$ cat src/rtl/spram_rr_arbiter.sv
// spram_rr_arbiter: two-requester round-robin front end for a single-port RAM with power-up/on-demand clear
module spram_rr_arbiter #(
    parameter int                    DATA_WIDTH = 8,
    parameter int                    ADDR_WIDTH = 6,
    parameter logic [DATA_WIDTH-1:0] INIT_VALUE = '0
) (
    input  logic                  clk,
    input  logic                  rst,
    input  logic                  init_req,
    input  logic                  req0,
    input  logic                  we0,
    input  logic [ADDR_WIDTH-1:0] addr0,
    input  logic [DATA_WIDTH-1:0] wdata0,
    input  logic                  req1,
    input  logic                  we1,
    input  logic [ADDR_WIDTH-1:0] addr1,
    input  logic [DATA_WIDTH-1:0] wdata1,
    output logic                  gnt0,
    output logic                  gnt1,
    output logic                  rvalid0,
    output logic                  rvalid1,
    output logic [DATA_WIDTH-1:0] rdata,
    output logic                  ram_we,
    output logic [ADDR_WIDTH-1:0] ram_addr,
    output logic [DATA_WIDTH-1:0] ram_data,
    input  logic [DATA_WIDTH-1:0] ram_q,
    output logic                  busy
);
    typedef enum logic {INIT, RUN} state_t;
    localparam logic [ADDR_WIDTH:0] LAST = {1'b0, {ADDR_WIDTH{1'b1}}};
    state_t              state, state_nxt;
    logic [ADDR_WIDTH:0] cnt, cnt_nxt;
    logic                ptr, ptr_nxt;
    assign rdata = ram_q;
    assign busy  = (state == INIT);
    // state, clear counter, priority pointer and one-cycle-delayed read valids
    always_ff @(posedge clk or posedge rst) begin
        if (rst) begin
            state   <= INIT;
            cnt     <= '0;
            ptr     <= 1'b0;
            rvalid0 <= 1'b0;
            rvalid1 <= 1'b0;
        end else begin
            state   <= state_nxt;
            cnt     <= cnt_nxt;
            ptr     <= ptr_nxt;
            rvalid0 <= gnt0 & ~we0;
            rvalid1 <= gnt1 & ~we1;
        end
    end
    // clear sequencing, arbitration and RAM port muxing
    always_comb begin
        state_nxt = state;
        cnt_nxt   = cnt;
        ptr_nxt   = ptr;
        gnt0      = 1'b0;
        gnt1      = 1'b0;
        ram_we    = 1'b0;
        ram_addr  = '0;
        ram_data  = '0;
        if (state == INIT) begin
            ram_we    = 1'b1;
            ram_addr  = cnt[ADDR_WIDTH-1:0];
            ram_data  = INIT_VALUE;
            cnt_nxt   = cnt + (ADDR_WIDTH+1)'(1);
            state_nxt = (cnt == LAST) ? RUN : INIT;
        end else if (init_req) begin
            state_nxt = INIT;
            cnt_nxt   = '0;
        end else begin
            gnt1     = req1 & (~req0 | ptr);
            gnt0     = req0 & ~gnt1;
            ptr_nxt  = (gnt0 | gnt1) ? gnt0 : ptr;
            ram_we   = (gnt0 & we0) | (gnt1 & we1);
            ram_addr = gnt0 ? addr0 : (gnt1 ? addr1 : '0);
            ram_data = gnt0 ? wdata0 : (gnt1 ? wdata1 : '0);
        end
    end
endmodule

$ cat config.mk
export PLATFORM = sky130hd
export DESIGN_NAME = spram_rr_arbiter
export DESIGN_NICKNAME = d
export VERILOG_FILES = /design/src/rtl/spram_rr_arbiter.sv
export SDC_FILE = /design/constraint.sdc
export NUM_CORES = 1
export LEC_CHECK = 0
export BUFFER_PORTS_ARGS = -buffer_cell sky130_fd_sc_hd__buf_2
export CELL_PAD_IN_SITES_DETAIL_PLACEMENT = 1
export CELL_PAD_IN_SITES_GLOBAL_PLACEMENT = 1
export CORE_UTILIZATION = 27
export CTS_CLUSTER_SIZE = 25
export DETAILED_ROUTE_END_ITERATION = 10
export PLACE_DENSITY = 0.84
export REMOVE_ABC_BUFFERS = 1
export SYNTH_ARGS = -nofsm -noshare
export SYNTH_HDL_FRONTEND = slang
export SYNTH_SLANG_ARGS = --single-unit
export TNS_END_PERCENT = 50
$ cat constraint.sdc
create_clock -name clk -period 3.4 [get_ports clk]
set_input_delay 0.17 -clock clk [delete_from_list [all_inputs] [get_ports clk]]
set_output_delay 0.17 -clock clk [all_outputs]
set_load 0.02 [all_outputs]
---- Yosys cells after proc, flatten, opt, wreduce, memory -nomap -nowiden ----
Index checks and enable logic that the tools add are counted.
word-level totals
  bits in registers ....................... 11
  input bits .............................. 43
  output and inout port bits .............. 28
  word-level logic and storage cells ...... 43
operators by class
  $add $sub $neg .......................... 1
  eq/ne operators ......................... 2
  mux-type cells .......................... 19
  bitwise logic cells ..................... 15
  reduce and logical (&&, ||, !) cells .... 1
operators with widths
  operator                                                               count
  8-bit two-way mux                                                      4
  6-bit two-way mux                                                      4
  7-bit two-way mux                                                      2
  1-bit two-way mux                                                      9
  7-bit by 1-bit adder with 7-bit output, second input constant          1
  7-bit by 6-bit equality test with 1-bit output, second input constant  1
  1-bit AND                                                              6
  1-bit NOT                                                              6
  1-bit bitwise OR                                                       3
  3-bit AND reduction                                                    1
  2-bit inequality test, second input constant                           1

---- Longest topological paths before layout ----
  depth in word-level cells ............... 9
  depth in mapped cells ................... 5

---- Worst setup path before layout ----
OpenSTA, ideal clock, no wires.
  kind .................................... reg2out
  start point ............................. register state
  end point ............................... output port ram_data[0]
  arrival time ............................ 1.233 ns
  setup slack ............................. 1.997 ns
  cell stages (with the launch flop) ...... 6
  buffers on the path ..................... 3
  path through ............................ dfrtp_1 buf_4 and4b_1 buf_6 buf_8 a22o_1
between the ends
  cells in the longest elaborated chain, start to end .. 1
RTL lines
  what                    RTL line  source
  start, declared         31        state_t state, state_nxt;
  start signal, assigned  45        state <= state_nxt;
  8-bit two-way mux       62        if (state == INIT) begin
  end, declared           25        output logic [DATA_WIDTH-1:0] ram_data,
Every way passes these cells.

---- Worst setup path after layout ----
  start point ............................. register state
  end point ............................... output port ram_addr[0]
between the ends
  cells in the longest elaborated chain, start to end .. 1
RTL lines
  what               RTL line  source
  6-bit two-way mux  62
  end, declared      24        output logic [ADDR_WIDTH-1:0] ram_addr,
Every way passes these cells.

==> qor.yml <==
pwr:
  comb_power_share: 0.466
  intPower_uw: 352
  p_leak_uw: 0.000535
  p_clk_frac: 0.147
  sequentialPowerShare: 0.387
  power_switching_share: 0.410
  powerDensity_nw_per_um2: 571
  switchingPower_uw: 244
  vdd_drop_max_mv: 0.144
place:
  postPlaceCellArea_um2: 1010
  place_ws_ns: 1.29
  port_buffers: 54
  dp_hpwl_um: 1870
  gp_congestion: 0.790
layout:
  num_antenna_cells: 0
  syn2layout_area_growth_pct: 26.0
  fillers: 354
  multi_input_area_um2: 412
  post-route-cell-area_um2: 1040
  final_util: 0.369
  fin_nets: 174
  seq_area_um2: 275
  drive_above_1_share: 0.457
setup_path:
  path_buf_inv: 1
  worst-path-stages: 4
  cp_slowest_cell: "dfrtp_1"
  path_cells: "nor2b_2, and3_1, a221o_1, buf_2"
  endpoint: "ram_addr[0]"
  timing.rr.start: "state"
  worstReg2RegEnd: "rvalid1"
  rrSetupSlack_ns: 1.54
  cp_max_fo: 20
  arrival_ns: 2.22
  slowest_delay_ns: 0.69
  path_class: "reg2out"
  crit_path_end_kind: "output port"
  worstPathRequired_ns: 3.23
  critPathLaunch: "state"
  crit_family: "simple AND/OR/NAND/NOR gates"
  cp-start-kind: "flip-flop"
  reg2regPathDepth: 3
yosys:
  yosys.area.top_type_share: 0.332
  synth_seq_cells: 11
  synth_top_family_by_area: "compound AO/OA/AOI/OAI gates"
  synth_simple_gate_area_share: 0.213
  synth_edf_count: 0
  synth_xor_area_frac: 0
  ys_warn_count: 0
  ys_async_sr_fraction: 1.00
  synthFlopType: "dfrtp_1"
  synthTopCellsByCount: "11 x dfrtp_1, 9 x a22o_1, 9 x buf_4"
  netlist_area_um2: 828
  yosysSeqAreaShare: 0.332
  synth_compound_area_frac: 0.269
  synth_top_cell_by_area: "dfrtp_1"
  synthCells: 84
  yosysMostFrequentCell: "dfrtp_1"
  synth_mux_area_frac: 0
  syn_avg_cell_area_um2: 9.86
  synthAdderAreaFrac: 0.0151
  synth_cell_types: 27
  synth_area_leaders: "dfrtp_1 33%, a221o_1 9.7%, a22o_1 9.5%"
drt:
  vias_per_cell: 5.24
  drt_iter0_drc: 57
  drtPass1Iterations: 7
  ant_nets: 0
  drc: 10
  num_vias: 838
  wl_per_cell_um: 14.5
  wl_um: 2320
cts:
  cts_tree: "built"
  ctsHoldBuffers: 1
  clkSinkCount: 11
  cts_buffer_depth: 2
  clkSlewWorstSetupHoldPaths_ns: 0.07
  clockRootBuffer: "clkbuf_4"
  clock_latency_ns: 0.26
  cts_made_buffers: 3
  cts-resized-gates: 0
  htree_num_levels: 1
  cts_setup_buffers: 0
sta:
  slew_viol_final: 0
  max_freq_mhz: 418
  fin_crit_ns: 2.39
  grt_setup_unrepaired: "false"
  period_share: 0.703
  hold-worst-slack_ns: 0.0714
  tightest_slew_ns: 0.544
  setup_slack_ns: 1.01
  slew-limit-headroom: 0.637
  hold_viol_final: 0
  setup-violations-final: 0
  skew_ns: 0.00143
  tns_ns: 0
floorplanning:
  num_rows: 19
  die_height_um: 57.4
  design.core.area_um2: 2830
  die_area_um2: 3290
  dieWidth_um: 57.4
  ios: 71
  initial_core_util: 0.293
global_routing:
  grt_usage: 0.145
  grt_pass1_wl_um: 3720
  antenna_found_initial: 0
  overflow: 0
  grt_max_degree: 21
  grt_pass1_vias: 818
min_path:
  holdCritPathClass: "in2reg"
outcome:
  status: "complete, but fails checks"
  violations: "design-rule violations"
flow_run:
  drv_cap: 0
cells by family after synthesis:
logic type | after synthesis
fa+ha+maj | 1
compound gates | 27
simple gates | 28
flops | 11
buf+inv | 17
sequential cells by signal, summed over array words and instances, names as in the netlist:
register,flops
state,1
rvalid0,1
ptr,1
cnt,7
rvalid1,1
stage by stage:
stage	std cells	total power (uW)
3_3_place_gp	155	501
5_1_grt	160	646
3_5_place_dp	155	512
4_1_cts	160	605
2_1_floorplan	70	414
6_report	160	596
layout make-up:
cell class                      instances  share of cell area
Tap cell                               31              0.0372
Timing Repair Buffer                   55               0.269
Inverter                                3              0.0108
Clock buffer                            4              0.0252
Sequential cell                        11               0.264
Multi-Input combinational cell         56               0.394
worst min path at each step:
| stage | endpoint | start | depth (start not counted) |
|---|---|---|---|
| after floorplan | cnt[0] | rst | 1 |
| after global placement | cnt[1] | rst | 2 |
| after detailed placement | rvalid0 | rst | 2 |
| after CTS | rvalid0 | we0 | 2 |
| after global routing | rvalid0 | we0 | 2 |
| final | rvalid0 | we0 | 2 |
placed cells by master, fill, tap and decap left out, types with 2 or more instances in the layout:
master	instances
clkbuf_4	3
nand2_1	5
a22o_1	9
buf_2	54
nand2b_1	2
o31ai_1	3
o211ai_1	2
o21ai_0	3
dfrtp_1	11
inv_1	3
nor2b_1	7
a221o_1	8
nand3_1	3
nand4b_1	3
nor3_1	2
worst register-to-register path, cell delays in order (launching register included):
cell and delay [ns]:
dfrtp_1 0.69, nor2b_2 0.36, and3_1 0.52, nor2b_4 0.23
per-layer routing:
layer / GRT usage / vias to the layer above / routed length, um
met3: 0.0612 / 4 / 284
li1: - / 403 / -
met4: 0.0523 / 0 / 31
met1: 0.161 / 376 / 911
met5: 0 / - / 0
met2: 0.248 / 55 / 1090
power by group through the flow:
stage / clock [uW] / sequential [uW] / combinational [uW]
after detailed placement: 0 / 233 / 279
after floorplan: 0 / 216 / 198
after global placement: 0 / 226 / 275
after CTS: 92.2 / 231 / 282
after global routing: 94.9 / 238 / 312
final: 87.7 / 231 / 277
No activity file was read; power rests on OpenSTA's default activity.
